### config.mk
export PLATFORM = sky130hd
export DESIGN_NAME = pipe_hazard_sched_flat
export DESIGN_NICKNAME = d
export VERILOG_FILES = /design/src/rtl/pipe_hazard_sched_if.sv /design/src/rtl/pipe_hazard_sched.sv /design/src/flat_wrapper.sv
export SDC_FILE = /design/constraint.sdc
export NUM_CORES = 1
export LEC_CHECK = 0
export ABC_AREA = 0
export ABC_CLOCK_PERIOD_IN_PS = 5450
export BUFFER_PORTS_ARGS = -buffer_cell sky130_fd_sc_hd__buf_2
export CAP_MARGIN = 0
export CORE_UTILIZATION = 48
export CTS_CLUSTER_DIAMETER = 30
export DETAILED_ROUTE_END_ITERATION = 7
export PLACE_DENSITY = 0.79
export SLEW_MARGIN = 20
export SYNTH_ARGS = -nofsm -noshare
export SYNTH_HDL_FRONTEND = slang
export SYNTH_SLANG_ARGS = --single-unit
### constraint.sdc
create_clock -name clk -period 5.45 [get_ports clk]
set_input_delay 1.09 -clock clk [delete_from_list [all_inputs] [get_ports clk]]
set_output_delay 1.09 -clock clk [all_outputs]
set_load 0.005 [all_outputs]
### src/rtl/pipe_hazard_sched_if.sv
// -----------------------------------------------------------------------------
// pipe_hazard_sched_if
// Bundles the hazard-event inputs and the stall/flush control outputs of the
// pipeline hazard scheduler. The scheduler itself connects through the slave
// modport. The pipeline side (event producer / control consumer) uses master.
//
// Signals:
//   ld_use_hazard, mc_start, mc_cycles[CNT_W-1:0], mem_req, mem_ready,
//   branch_taken                         : pipeline -> scheduler
//   stall_stage[4:0], flush_stage[4:0],
//   pc_redirect, mc_busy, state_o[1:0]   : scheduler -> pipeline
//   perf_stall_cyc[31:0], perf_flush_evt[31:0]
//                                        : only when PIPE_PERF_CNT_EN is defined
// -----------------------------------------------------------------------------
interface pipe_hazard_sched_if #(
   parameter int CNT_W = 6
);
   logic             ld_use_hazard;
   logic             mc_start;
   logic [CNT_W-1:0] mc_cycles;
   logic             mem_req;
   logic             mem_ready;
   logic             branch_taken;
   logic [4:0]       stall_stage;
   logic [4:0]       flush_stage;
   logic             pc_redirect;
   logic             mc_busy;
   logic [1:0]       state_o;
`ifdef PIPE_PERF_CNT_EN
   logic [31:0]      perf_stall_cyc;
   logic [31:0]      perf_flush_evt;
`endif

`ifdef PIPE_PERF_CNT_EN
   modport slave (
      input  ld_use_hazard, mc_start, mc_cycles, mem_req, mem_ready, branch_taken,
      output stall_stage, flush_stage, pc_redirect, mc_busy, state_o,
      output perf_stall_cyc, perf_flush_evt
   );
   modport master (
      output ld_use_hazard, mc_start, mc_cycles, mem_req, mem_ready, branch_taken,
      input  stall_stage, flush_stage, pc_redirect, mc_busy, state_o,
      input  perf_stall_cyc, perf_flush_evt
   );
`else
   modport slave (
      input  ld_use_hazard, mc_start, mc_cycles, mem_req, mem_ready, branch_taken,
      output stall_stage, flush_stage, pc_redirect, mc_busy, state_o
   );
   modport master (
      output ld_use_hazard, mc_start, mc_cycles, mem_req, mem_ready, branch_taken,
      input  stall_stage, flush_stage, pc_redirect, mc_busy, state_o
   );
`endif
endinterface

### src/rtl/pipe_hazard_sched.sv
// -----------------------------------------------------------------------------
// pipe_hazard_sched
// Central stall/flush scheduler for the 5-stage pipeline (IF, ID, EX, MEM, WB).
// Arbitrates data-memory wait, taken branch, multi-cycle EX op and load-use
// hazard. It produces per-stage hold and bubble-insert vectors and a PC
// redirect strobe. Vector bit order: bit0=IF, bit1=ID, bit2=EX, bit3=MEM,
// bit4=WB.
//
// Ports:
//   clk    : pipeline clock, rising edge
//   reset  : asynchronous active-low reset; while low all outputs read 0
//   sched  : pipe_hazard_sched_if.slave (hazard inputs, control outputs)
//
// Optional feature macro: PIPE_PERF_CNT_EN
//   When defined, this adds the perf_stall_cyc and perf_flush_evt counters.
//   perf_stall_cyc counts the cycles in which any stage is held. It is
//   exposed through the interface.
//   perf_flush_evt counts the cycles in which pc_redirect is asserted. It is
//   exposed through the interface.
// -----------------------------------------------------------------------------
module pipe_hazard_sched #(
   parameter int CNT_W = 6
) (
   input  logic                clk,
   input  logic                reset,
   pipe_hazard_sched_if.slave  sched
);

   typedef enum logic [1:0] {
      RUN       = 2'd0,
      MC_STALL  = 2'd1,
      MEM_STALL = 2'd2
   } state_t;

   localparam logic [4:0] STALL_MEM = 5'b01111;
   localparam logic [4:0] FLUSH_MEM = 5'b10000;
   localparam logic [4:0] STALL_MC  = 5'b00111;
   localparam logic [4:0] FLUSH_MC  = 5'b01000;
   localparam logic [4:0] STALL_LU  = 5'b00011;
   localparam logic [4:0] FLUSH_LU  = 5'b00100;
   localparam logic [4:0] FLUSH_BR  = 5'b00011;

   state_t           state_r;
   state_t           next_state_s;
   logic [CNT_W-1:0] cnt_r;
   logic [CNT_W-1:0] cnt_next_s;
   logic [4:0]       stall_s;
   logic [4:0]       flush_s;
   logic             redirect_s;
   logic             busy_s;

   // State and multi-cycle counter registers
   always_ff @(posedge clk or negedge reset) begin
      if (!reset) begin
         state_r <= RUN;
         cnt_r   <= '0;
      end else begin
         state_r <= next_state_s;
         cnt_r   <= cnt_next_s;
      end
   end

   // Next-state, counter update and raw control outputs
   always_comb begin
      next_state_s = state_r;
      cnt_next_s   = cnt_r;
      stall_s      = 5'b00000;
      flush_s      = 5'b00000;
      redirect_s   = 1'b0;
      busy_s       = 1'b0;
      case (state_r)
         RUN: begin
            cnt_next_s = '0;
            if (sched.mem_req && !sched.mem_ready) begin
               stall_s      = STALL_MEM;
               flush_s      = FLUSH_MEM;
               next_state_s = MEM_STALL;
            end else if (sched.branch_taken) begin
               // The redirect squashes IF/ID, so the younger hazards are moot.
               flush_s      = FLUSH_BR;
               redirect_s   = 1'b1;
               next_state_s = RUN;
            end else if (sched.mc_start && (sched.mc_cycles >= CNT_W'(2))) begin
               // The issue cycle is the first of mc_cycles-1 stall cycles.
               // The remaining count is therefore mc_cycles-2.
               stall_s    = STALL_MC;
               flush_s    = FLUSH_MC;
               cnt_next_s = sched.mc_cycles - CNT_W'(2);
               if (sched.mc_cycles == CNT_W'(2)) begin
                  next_state_s = RUN;
               end else begin
                  next_state_s = MC_STALL;
               end
            end else if (sched.ld_use_hazard) begin
               stall_s      = STALL_LU;
               flush_s      = FLUSH_LU;
               next_state_s = RUN;
            end else begin
               next_state_s = RUN;
            end
         end
         MC_STALL: begin
            stall_s = STALL_MC;
            flush_s = FLUSH_MC;
            busy_s  = 1'b1;
            // cnt <= 1 also covers a zero count, so the counter cannot wrap.
            if (cnt_r <= CNT_W'(1)) begin
               cnt_next_s   = '0;
               next_state_s = RUN;
            end else begin
               cnt_next_s   = cnt_r - CNT_W'(1);
               next_state_s = MC_STALL;
            end
         end
         MEM_STALL: begin
            if (!sched.mem_ready) begin
               stall_s      = STALL_MEM;
               flush_s      = FLUSH_MEM;
               next_state_s = MEM_STALL;
            end else begin
               next_state_s = RUN;
            end
         end
         default: begin
            cnt_next_s   = '0;
            next_state_s = RUN;
         end
      endcase
   end

   // Outputs are gated with reset so that they clear asynchronously even when
   // hazard inputs remain asserted.
   assign sched.stall_stage = reset ? stall_s : 5'b00000;
   assign sched.flush_stage = reset ? flush_s : 5'b00000;
   assign sched.pc_redirect = reset ? redirect_s : 1'b0;
   assign sched.mc_busy     = reset ? busy_s : 1'b0;
   assign sched.state_o     = state_r;

`ifdef PIPE_PERF_CNT_EN
   logic [31:0] perf_stall_r;
   logic [31:0] perf_flush_r;

   // Performance counters (wrap modulo 2^32)
   always_ff @(posedge clk or negedge reset) begin
      if (!reset) begin
         perf_stall_r <= 32'd0;
         perf_flush_r <= 32'd0;
      end else begin
         if (sched.stall_stage != 5'b00000) begin
            perf_stall_r <= perf_stall_r + 32'd1;
         end else begin
            perf_stall_r <= perf_stall_r;
         end
         if (sched.pc_redirect) begin
            perf_flush_r <= perf_flush_r + 32'd1;
         end else begin
            perf_flush_r <= perf_flush_r;
         end
      end
   end

   assign sched.perf_stall_cyc = perf_stall_r;
   assign sched.perf_flush_evt = perf_flush_r;
`endif

endmodule

### src/flat_wrapper.sv
// flat-port wrapper written by rule: the top's interface ports become plain ports
module pipe_hazard_sched_flat 
#(
   parameter int CNT_W = 6
)
  (clk, reset, sched_ld_use_hazard, sched_mc_start, sched_mc_cycles, sched_mem_req, sched_mem_ready, sched_branch_taken, sched_stall_stage, sched_flush_stage, sched_pc_redirect, sched_mc_busy, sched_state_o);
  pipe_hazard_sched_if #(.CNT_W(CNT_W)) sched_i ();
  input  logic clk;
  input  logic reset;
  input wire logic [$bits(sched_i.ld_use_hazard)-1:0] sched_ld_use_hazard;
  input wire logic [$bits(sched_i.mc_start)-1:0] sched_mc_start;
  input wire logic [$bits(sched_i.mc_cycles)-1:0] sched_mc_cycles;
  input wire logic [$bits(sched_i.mem_req)-1:0] sched_mem_req;
  input wire logic [$bits(sched_i.mem_ready)-1:0] sched_mem_ready;
  input wire logic [$bits(sched_i.branch_taken)-1:0] sched_branch_taken;
  output wire logic [$bits(sched_i.stall_stage)-1:0] sched_stall_stage;
  output wire logic [$bits(sched_i.flush_stage)-1:0] sched_flush_stage;
  output wire logic [$bits(sched_i.pc_redirect)-1:0] sched_pc_redirect;
  output wire logic [$bits(sched_i.mc_busy)-1:0] sched_mc_busy;
  output wire logic [$bits(sched_i.state_o)-1:0] sched_state_o;
  assign sched_i.ld_use_hazard = sched_ld_use_hazard;
  assign sched_i.mc_start = sched_mc_start;
  assign sched_i.mc_cycles = sched_mc_cycles;
  assign sched_i.mem_req = sched_mem_req;
  assign sched_i.mem_ready = sched_mem_ready;
  assign sched_i.branch_taken = sched_branch_taken;
  assign sched_stall_stage = sched_i.stall_stage;
  assign sched_flush_stage = sched_i.flush_stage;
  assign sched_pc_redirect = sched_i.pc_redirect;
  assign sched_mc_busy = sched_i.mc_busy;
  assign sched_state_o = sched_i.state_o;
  pipe_hazard_sched #(.CNT_W(CNT_W)) u_core (.clk(clk), .reset(reset), .sched(sched_i));
endmodule
Word-level counts from Yosys, hierarchy flattened
Cells that the tools add are included.
{ "classes": {"n_addsub": 2, "n_lt_le_gt_ge": 2, "eq_ne": 3, "muxes": 32, "n_reduce_logical": 4} }
{ "ops": {"columns": ["cell", "count"], "rows": [
  ["5-bit 2-to-1 mux", 9],
  ["5-bit one-hot mux with 3 select lines", 2],
  ["6-bit 2-to-1 mux", 4],
  ["6-bit one-hot mux with 3 select lines", 1],
  ["1-bit 2-to-1 mux", 9],
  ["2-bit 2-to-1 mux", 4],
  ["6-bit by 2-bit == test with 1-bit output (second input constant)", 1],
  ["6-bit by 2-bit greater-or-equal comparator with 1-bit output (second input constant)", 1],
  ["6-bit by 1-bit less-or-equal comparator with 1-bit output (second input constant)", 1],
  ["2-bit one-hot mux with 3 select lines", 1],
  ["6-bit by 1-bit subtractor with 6-bit output (second input constant)", 1],
  ["6-bit by 2-bit subtractor with 6-bit output (second input constant)", 1],
  ["4-bit 2-to-1 mux", 1],
  ["3-bit 2-to-1 mux", 1],
  ["2-bit by 1-bit == test with 1-bit output (second input constant)", 1],
  ["2-bit == test (second input constant)", 1],
  ["1-bit logical AND", 2],
  ["2-bit logical NOT", 1],
  ["1-bit logical NOT", 1]
]} }
{ "totals": {"register_bits": 8, "output_inout_bits": 14, "elab_cells": 45} }

Depth between registers and ports, before layout
Gate-level depths: netlist of run 1.
{ "logic_depth": {"word_depth": 7, "ltp_mapped": 6, "ltp_nobuf": 6} }

Least setup slack after synthesis of run 1
Ideal clock, no wire load.
{ "synth_timing": {"path_type": "input port to output port", "from": "in sched_mc_cycles[4]", "to": "out sched_stall_stage[1]", "arrival_time_ns": 2.250, "required_ns": 4.360, "setup_slack_ns": 2.110, "cell_stages": 5, "path_cell_list": "or4_4 -> o21ai_1 -> o21ai_0 -> o21a_1 -> buf_4"} }
{ "synth_via": {"elab_chain_cells": 7} }
{ "synth_lines": {"columns": ["element", "line_no", "source"], "rows": [
  ["start, declared", "flat_wrapper.sv:12", "input wire logic [$bits(sched_i.mc_cycles)-1:0] sched_mc_cycles;"],
  ["6-bit by 2-bit greater-or-equal comparator with 1-bit output", "pipe_hazard_sched.sv:83", "end else if (sched.mc_start && (sched.mc_cycles >= CNT_W'(2))) begin"],
  ["1-bit logical AND", "pipe_hazard_sched.sv:83", null],
  ["5-bit 2-to-1 mux", "pipe_hazard_sched.sv:83", null],
  ["5-bit 2-to-1 mux", "pipe_hazard_sched.sv:78", "end else if (sched.branch_taken) begin"],
  ["5-bit 2-to-1 mux", "pipe_hazard_sched.sv:74", "if (sched.mem_req && !sched.mem_ready) begin"],
  ["5-bit one-hot mux with 3 select lines", "pipe_hazard_sched.sv:71", "case (state_r)"],
  ["5-bit 2-to-1 mux", "pipe_hazard_sched.sv:133", "assign sched.stall_stage = reset ? stall_s : 5'b00000;"],
  ["end, declared", "flat_wrapper.sv:16", "output wire logic [$bits(sched_i.stall_stage)-1:0] sched_stall_stage;"]
]} }
No other way between the ends.

Worst setup path after layout of run 1
{ "layout_timing": {"from": "in sched_mc_cycles[4]", "to": "out sched_flush_stage[3]"} }
{ "layout_via": {"elab_chain_cells": 7} }
{ "layout_lines": {"columns": ["element", "line_no", "source"], "rows": [
  ["6-bit by 2-bit greater-or-equal comparator with 1-bit output", "pipe_hazard_sched.sv:83", null],
  ["1-bit logical AND", "pipe_hazard_sched.sv:83", null],
  ["5-bit 2-to-1 mux", "pipe_hazard_sched.sv:83", null],
  ["5-bit 2-to-1 mux", "pipe_hazard_sched.sv:78", null],
  ["5-bit 2-to-1 mux", "pipe_hazard_sched.sv:74", null],
  ["5-bit one-hot mux with 3 select lines", "pipe_hazard_sched.sv:71", null],
  ["5-bit 2-to-1 mux", "pipe_hazard_sched.sv:134", "assign sched.flush_stage = reset ? flush_s : 5'b00000;"],
  ["end, declared", "flat_wrapper.sv:17", "output wire logic [$bits(sched_i.flush_stage)-1:0] sched_flush_stage;"]
]} }
No other way between the ends.

==> impl_metrics.json, run 1 <==
{
  "die_w_um": 40.2,
  "first_global_vias": 546,
  "cts_tree": "built",
  "diodes": 0,
  "grt_antenna_before_repair": 0,
  "gp_congestion": 0.783,
  "grt_setup_unrepaired": "no",
  "core_area_mm2": 0.00133,
  "postSynthCellCount": 84,
  "synth_seq_cells": 8,
  "hold_violations": 0,
  "cp.arrival_ps": 2530,
  "cts.clk_slew.worst_paths_ps": 60,
  "ys.warnings.count": 0,
  "clock-sinks": 8,
  "initialDrtViolationCount": 20,
  "endpoint_kind": "primary output",
  "max-clock-path-buffers": 2,
  "grt_pass1_wl_um": 2360,
  "num-fill-cells": 126,
  "power_density_mw_per_mm2": 426,
  "wl_per_cell_um": 13.2,
  "htreeDepth": 1,
  "syn_avg_cell_area_um2": 8.36,
  "layout-drive-gt1-share_pct": 32.7,
  "ant_nets": 0,
  "rrSetupSlack_ps": 3760,
  "wl_um": 1610,
  "post-cts-setup-buffers": 0,
  "setup_viol": 0,
  "overflow": 0,
  "ios": 27,
  "start_util_pct": 52.6,
  "drv_slew": 0,
  "r2r-end": "u_core.cnt_r[2]",
  "layout_common_cells": "buf_2, nor2_1, dfrtp_1, inv_1",
  "vias": 704,
  "grt_max_degree": 14,
  "worstHoldPathType": "reg -> reg",
  "irDropWorstVdd_mv": 0.230,
  "hold_depth": 2,
  "outcome": "complete, no violations",
  "worstPathCellList": "buf_2 > or4_4 > o21ai_1 > or2_1 > a21boi_2 > buf_2",
  "drc_errors": 0,
  "grt_use_total_pct": 23.4,
  "dieArea_mm2": 0.00162,
  "postCtsResizedCells": 0,
  "path_max_fanout": 7,
  "hpwl_um": 1300,
  "setup_tns_ps": 0,
  "synth_area_leaders": "dfrtp_1, o221ai_2, ha_1, buf_4, nor2_1",
  "path_common_cell": "buf_2",
  "row_count": 13,
  "cts_root_buf": "clkbuf_4",
  "ctsHoldBuffers": 0,
  "synth_fp_nets": 100,
  "p_leak_nw": 0.418,
  "cap_viol_max_count": 0,
  "critical_path.max_stage_delay_ps": 530,
  "cp.required_ps": 4360,
  "critical_path_class": "in -> out",
  "ys_async_sr_fraction_pct": 100,
  "synth_cell_types": 31,
  "nets": 125,
  "period_minus_slack_ps": 3620,
  "setup_slack_ps": 1830,
  "synth-seq-area-share_pct": 28.5,
  "critical_path.startpoint_type": "input port",
  "crit_slowest_cell": "or4_4",
  "syn_to_final_growth_pct": 17.8,
  "netlist.area_leader.share_pct": 28.5,
  "clkLatencyLatePin_ps": 260,
  "place_ws_ps": 1810,
  "skew_ps": 4.80,
  "r2r-start": "u_core.sched.state_o[1]",
  "fmax_mhz": 276,
  "finalCritPeriodShare_pct": 66.5,
  "viasPerCell": 5.77,
  "cts_buffers": 3,
  "syn_area_um2": 702,
  "hp-start": "u_core.cnt_r[5]",
  "synth_top_cell_by_area": "dfrtp_1",
  "synth_edf_count": 0,
  "port_buffers": 25,
  "final_common_cell": "buf_2",
  "min_to": "u_core.cnt_r[5]",
  "rr_worst_depth": 4,
  "first_pass_iters": 4,
  "fp.dieH_um": 40.2,
  "ys.flop_type": "dfrtp_1"
}
final cells by class:
| cell class | count | area (um^2) | share of cell area, % |
|---|---|---|---|
| Sequential cell | 8 | 200 | 24.2 |
| Clock buffer | 3 | 22.5 | 2.72 |
| Timing Repair Buffer | 25 | 125 | 15.1 |
| Multi-Input combinational cell | 65 | 438 | 53.0 |
| Tap cell | 15 | 18.8 | 2.27 |
| Inverter | 6 | 22.5 | 2.72 |
per-stage QoR:
stage | utilization, % | hold WS (ps) | std cells | power [mW] | cell area, um^2
global route | 62.0 | 587 | 122 | 0.385 | 827
floorplan | - | 507 | 84 | 0.250 | 702
CTS | 62.0 | 562 | 122 | 0.350 | 827
global placement | 60.3 | 540 | 119 | 0.293 | 805
detailed placement | 60.3 | 548 | 119 | 0.303 | 805
finish | 62.0 | 567 | 122 | 0.352 | 827
flip-flops by register name (all words and copies together), names as in the netlist:
register and cells:
u_core.sched.state_o 2, u_core.cnt_r 6
worst max-delay path, delay by kind of cell:
kind	cells	cell delay [ps]
simple gates	2	890
buf+inv	2	250
compound gates	2	300
logic make-up (layout without fill, tap and decap cells):
family | count (synthesis) | in the layout | share of synthesized area (%)
simple gates | 39 | 39 | 30.1
compound gates | 18 | 18 | 21.2
buf+inv | 11 | 34 | 9.09
flops | 8 | 8 | 28.5
fa+ha+maj | 3 | 3 | 5.35
xor+xnor | 3 | 3 | 3.74
other cells | 1 | 1 | 0.534
mux | 1 | 1 | 1.43
how the worst max path moves through the flow:
stage / start / to / slack, ps / cells after the start
after global routing: sched_mc_cycles[4] / sched_flush_stage[3] / 1720 / 6
final: sched_mc_cycles[4] / sched_flush_stage[3] / 1830 / 6
after detailed placement: sched_mc_cycles[4] / sched_flush_stage[3] / 1810 / 6
after floorplan: sched_mc_cycles[4] / sched_stall_stage[1] / 2110 / 5
after CTS: sched_mc_cycles[4] / sched_flush_stage[3] / 1810 / 6
after global placement: sched_mc_cycles[4] / sched_flush_stage[3] / 1850 / 6
cells in the mapped netlist (2+ instances only):
| library cell | instances |
|---|---|
| nor2_1 | 8 |
| ha_1 | 3 |
| nor2b_1 | 3 |
| o21ai_1 | 2 |
| nand3_1 | 2 |
| or3_1 | 2 |
| nand2b_1 | 2 |
| and2_1 | 3 |
| a21oi_1 | 3 |
| nor3_1 | 5 |
| o21a_1 | 2 |
| buf_4 | 4 |
| xnor2_1 | 3 |
| dfrtp_1 | 8 |
| o21ai_0 | 5 |
| inv_1 | 6 |
| nand2_1 | 5 |
| nor3b_1 | 2 |
| o221ai_2 | 4 |
power by group:
part           total, mW  switching [mW]  leakage (nW)  internal (mW)
clock             0.0474          0.0221        0.0138         0.0253
sequential         0.115          0.0329         0.107         0.0816
combinational      0.190           0.109         0.297         0.0812
total              0.352           0.164         0.418          0.188
routing by layer:
metal	global-route usage [%]	share of wire [%]	up-vias
li1	-	-	341
met1	30.3	43	328
met2	33.9	49	30
met3	7.78	5.1	5
met4	13.3	2.8	0
met5	0	0	-
Power figures use the tool's default switching activity.
==> inputs of run 2 (changes only) <==
--- a/config.mk
+++ b/config.mk
@@ -6,13 +6,13 @@
 export NUM_CORES = 1
 export LEC_CHECK = 0
 export ABC_AREA = 0
-export ABC_CLOCK_PERIOD_IN_PS = 5450
+export ABC_CLOCK_PERIOD_IN_PS = 3100
 export BUFFER_PORTS_ARGS = -buffer_cell sky130_fd_sc_hd__buf_2
 export CAP_MARGIN = 0
-export CORE_UTILIZATION = 48
+export CORE_UTILIZATION = 42
 export CTS_CLUSTER_DIAMETER = 30
 export DETAILED_ROUTE_END_ITERATION = 7
-export PLACE_DENSITY = 0.79
+export PLACE_DENSITY = 0.73
 export SLEW_MARGIN = 20
 export SYNTH_ARGS = -nofsm -noshare
 export SYNTH_HDL_FRONTEND = slang
==> constraint.sdc (replaced) <==
create_clock -name clk -period 3.1 [get_ports clk]
set_input_delay 0.62 -clock clk [delete_from_list [all_inputs] [get_ports clk]]
set_output_delay 0.62 -clock clk [all_outputs]
set_load 0.005 [all_outputs]
==> run 2 against run 1 <==
Effect of this change:
- die area grew 14%
- highest routed layer unchanged
- clock power increased by 78%
- combinational power rose by 73%
==> impl_metrics.json, run 2 (same netlist as run 1, synthesis figures left out) <==
{
  "outcome": "complete, no violations",
  "initialDrtViolationCount": 29,
  "grt_antenna_before_repair": 0,
  "skew_ps": 3.65,
  "cap_viol_max_count": 0,
  "overflow": 0,
  "ctsHoldBuffers": 0,
  "nets": 126,
  "wl_um": 1740,
  "htreeDepth": 1,
  "hold_violations": 0,
  "endpoint_kind": "primary output",
  "port_buffers": 25,
  "path_max_fanout": 4,
  "core_area_mm2": 0.00154,
  "hpwl_um": 1330,
  "cp_top_family": "compound AO/OA/AOI/OAI gates",
  "power_frac_clock_pct": 13.7,
  "layout-drive-gt1-share_pct": 33.3,
  "path_common_cell": "buf_2",
  "postCtsResizedCells": 0,
  "critical_path.max_stage_delay_ps": 530,
  "dieArea_mm2": 0.00184,
  "fp.dieH_um": 42.9,
  "irDropWorstVdd_mv": 0.367,
  "cts_root_buf": "clkbuf_4",
  "power.switching_mw": 0.284,
  "cp.arrival_ps": 2030,
  "period_minus_slack_ps": 2650,
  "power_density_mw_per_mm2": 738,
  "viasPerCell": 5.58,
  "p_leak_nw": 0.423,
  "setup_tns_ps": 0,
  "worstPathCellList": "buf_2 > or4_4 > o21ai_1 > o21ai_0 > o21a_1 > buf_2",
  "p_comb_share_pct": 53.3,
  "first_global_vias": 593,
  "p_int_mw": 0.333,
  "ant_nets": 0,
  "cts_tree": "built",
  "crit_slowest_cell": "or4_4",
  "critical_path_class": "in -> out",
  "grt_pass1_wl_um": 2800,
  "post-cts-setup-buffers": 0,
  "die_w_um": 42.9,
  "final_common_cell": "buf_2",
  "drc_errors": 0,
  "clkLatencyLatePin_ps": 260,
  "p_seq_share_pct": 33.0,
  "grt_setup_unrepaired": "no",
  "drv_slew": 0,
  "ios": 27,
  "worst-path-buf-inv": 2,
  "wl_per_cell_um": 14.0,
  "diodes": 0,
  "final_util_pct": 54.2,
  "start_util_pct": 45.5,
  "clock-sinks": 8,
  "critical_path.startpoint_type": "input port",
  "cts.clk_slew.worst_paths_ps": 60,
  "grt_max_degree": 14,
  "sw_frac_of_total_pct": 46.0,
  "cts_buffers": 3,
  "gp_congestion": 0.780,
  "regMostFlops": "u_core.cnt_r",
  "max-clock-path-buffers": 2,
  "layout_common_cells": "buf_2, nor2_1, dfrtp_1, inv_1",
  "worstHoldPathType": "in -> async",
  "setup_viol": 0,
  "row_count": 14,
  "fmax_mhz": 377,
  "cp.required_ps": 2480,
  "first_pass_iters": 4,
  "syn_to_final_growth_pct": 19.1,
  "largest_reg_flops": 6,
  "vias": 692,
  "grt_use_total_pct": 21.0,
  "finalCritPeriodShare_pct": 85.5
}
run 2: cell types whose count changed in the layout (fill, tap and decap cells not counted), sizes merged:
cell and delta:
buf +1
run 2: path summary, 6_finish.rpt:
path                                          from                 endpoint  slack (ps)  depth (start not counted)
min reg2reg                        u_core.cnt_r[5]          u_core.cnt_r[5]         560                          2
min in group clk                   u_core.cnt_r[5]          u_core.cnt_r[5]         560                          2
min                                          reset          u_core.cnt_r[2]         220                          1
max in group asynchronous                    reset  u_core.sched.state_o[0]        2660                          1
max reg2reg                u_core.sched.state_o[1]  u_core.sched.state_o[0]        1370                          5
max                             sched_mc_cycles[4]     sched_stall_stage[1]         450                          6
run 2: power by group through the flow:
| stage | registers, mW | clock network (mW) | logic (mW) |
|---|---|---|---|
| 2_1_floorplan | 0.188 | 0 | 0.252 |
| 3_3_place_gp | 0.199 | 0 | 0.315 |
| 3_5_place_dp | 0.202 | 0 | 0.325 |
| 4_1_cts | 0.200 | 0.0869 | 0.326 |
| 5_1_grt | 0.211 | 0.0906 | 0.366 |
| 6_report | 0.204 | 0.0846 | 0.329 |
run 2: final cells by class:
class,instances,area (um^2)
Clock buffer,3,22.5
Fill cell,157,706
Inverter,6,22.5
Multi-Input combinational cell,65,438
Sequential cell,8,200
Tap cell,16,20.0
Timing Repair Buffer,26,133
run 2: metal layers:
layer | vias to the layer above | routed length, um | global-route usage, %
met5 | - | 0 | 0
met4 | 0 | 19 | 13.1
met3 | 2 | 88 | 2.55
met2 | 28 | 830 | 31.2
met1 | 323 | 798 | 28.4
li1 | 339 | - | -
run 2: through the flow:
step	total power, mW	instance area (um^2)	setup slack [ps]	cells	hold slack (ps)
after floorplan	0.440	702	700	84	324
after global placement	0.514	813	508	121	500
after detailed placement	0.527	813	462	121	503
after CTS	0.613	836	459	124	223
after global routing	0.667	836	357	124	243
final	0.617	836	450	124	225
==> inputs of run 3 (changes only) <==
--- a/config.mk
+++ b/config.mk
@@ -9,10 +9,12 @@
 export ABC_CLOCK_PERIOD_IN_PS = 3100
 export BUFFER_PORTS_ARGS = -buffer_cell sky130_fd_sc_hd__buf_2
 export CAP_MARGIN = 0
-export CORE_UTILIZATION = 42
+export CELL_PAD_IN_SITES_DETAIL_PLACEMENT = 1
+export CELL_PAD_IN_SITES_GLOBAL_PLACEMENT = 1
+export CORE_UTILIZATION = 30
 export CTS_CLUSTER_DIAMETER = 30
 export DETAILED_ROUTE_END_ITERATION = 7
-export PLACE_DENSITY = 0.73
+export PLACE_DENSITY_LB_ADDON = 0.1
 export SLEW_MARGIN = 20
 export SYNTH_ARGS = -nofsm -noshare
 export SYNTH_HDL_FRONTEND = slang
==> run 3 against run 2 <==
Effect of this change:
- the flow now finishes with violations (design-rule violations)
- largest power group unchanged
- critical endpoint is now sched_stall_stage[0]
- wire length is 5.8% higher
- highest routed layer unchanged
- sequential power hardly changed
- sequential share of layout area is 0.42 points lower
- critical path type unchanged
==> impl_metrics.json, run 3 (same netlist as run 1, synthesis figures left out) <==
{
  "r2r-start": "u_core.sched.state_o[1]",
  "hpwl_um": 1480,
  "worstPathCellList": "buf_2 > or4_4 > o21ai_1 > o21ai_0 > o21a_1 > buf_2",
  "wl_um": 1840,
  "layout-drive-gt1-share_pct": 33.3,
  "clock-sinks": 8,
  "worst-path-buf-inv": 2,
  "core_area_mm2": 0.00221,
  "die_w_um": 50.4,
  "setup_slack_ps": 446,
  "wl_met3_um": 71,
  "setup_viol": 0,
  "grt_use_total_pct": 17.3,
  "drc_errors": 2,
  "path_common_cell": "buf_2",
  "overflow": 0,
  "outcome": "finished, violations left",
  "start_util_pct": 31.7,
  "dieArea_mm2": 0.00254,
  "final_cell_area_um2": 851,
  "finalCritPeriodShare_pct": 85.6,
  "row_count": 17,
  "vias": 670,
  "largest_reg_flops": 6,
  "setup_tns_ps": 0,
  "worstHoldPathType": "in -> async",
  "fp.dieH_um": 50.4,
  "cp_num_cells": 6,
  "skew_ps": 2.45,
  "endpoint_kind": "primary output",
  "wl_met2_um": 867,
  "cts_root_buf": "clkbuf_4",
  "ctsHoldBuffers": 0,
  "port_buffers": 25,
  "first_pass_iters": 6,
  "ant_nets": 0,
  "top_layer": "met4",
  "cp.required_ps": 2480,
  "cp.arrival_ps": 2030,
  "crit_slowest_cell": "or4_4",
  "rrSetupSlack_ps": 1410,
  "syn_to_final_growth_pct": 21.2,
  "regMostFlops": "u_core.cnt_r",
  "postCtsResizedCells": 0,
  "fmax_mhz": 377,
  "r2r-end": "u_core.cnt_r[3]",
  "initialDrtViolationCount": 6,
  "crit_path_start": "sched_mc_cycles[4]",
  "placed_area_um2": 828,
  "post-cts-setup-buffers": 0,
  "htreeDepth": 1,
  "holdWs_ps": 224,
  "cap_viol_max_count": 0,
  "wl_per_cell_um": 13.5,
  "gp_congestion": 0.780,
  "endpoint": "sched_stall_stage[0]",
  "path_max_fanout": 4,
  "grt_setup_unrepaired": "no",
  "ios": 27,
  "cp_top_family": "compound AO/OA/AOI/OAI gates",
  "grt_pass1_wl_um": 3260,
  "drv_slew": 0,
  "place_ws_ps": 446,
  "nets": 126,
  "power_density_mw_per_mm2": 728,
  "grt_antenna_before_repair": 0,
  "hold_violations": 0,
  "cts_tree": "built",
  "rr_worst_depth": 5,
  "cts.clk_slew.worst_paths_ps": 60,
  "critical_path.startpoint_type": "input port",
  "critical_path_class": "in -> out",
  "p_leak_nw": 0.423,
  "final_common_cell": "buf_2",
  "wl_met1_um": 860,
  "violations": "design-rule violations",
  "max-clock-path-buffers": 2,
  "first_global_vias": 735,
  "viasPerCell": 4.93,
  "layout_common_cells": "buf_2, nor2_1, dfrtp_1, inv_1",
  "final_util_pct": 38.5,
  "clkLatencyLatePin_ps": 260,
  "critical_path.max_stage_delay_ps": 530,
  "grt_max_degree": 14,
  "diodes": 0,
  "irDropWorstVdd_mv": 0.237,
  "period_minus_slack_ps": 2650,
  "cts_buffers": 3
}
run 3: layout make-up:
type                    instances  area [um^2]
well taps                      28         35.0
inverters                       6         22.5
clock buffers                   3         22.5
fillers                       289         1360
repair buffers                 26          133
multi-input cells              65          438
flip-flops and latches          8          200
run 3: worst min-delay path by stage:
stage	to	from	slack, ps	depth (start not counted)
detailed placement	u_core.cnt_r[1]	reset	510	1
CTS	u_core.cnt_r[0]	reset	230	1
finish	u_core.cnt_r[4]	reset	220	1
floorplan	u_core.cnt_r[0]	reset	320	0
global route	u_core.cnt_r[2]	reset	230	1
global placement	u_core.cnt_r[2]	reset	510	1
run 3: report_power, final:
| group | total [mW] | leakage, nW | switching, mW | internal (mW) |
|---|---|---|---|---|
| clock network | 0.0833 | 0.0138 | 0.0388 | 0.0445 |
| registers | 0.202 | 0.107 | 0.0587 | 0.143 |
| logic | 0.334 | 0.302 | 0.188 | 0.145 |
run 3: routing by layer:
layer	vias up	global-route usage [%]
li1	337	-
met3	6	2.73
met2	20	28.9
met1	307	21.6
met4	0	7.87
met5	-	0
run 3: through the flow:
stage                     std cells  total power, mW
after CTS                       136            0.627
after detailed placement        133            0.539
after global placement          133            0.530
after floorplan                  84            0.440
final                           136            0.619
after global routing            136            0.688
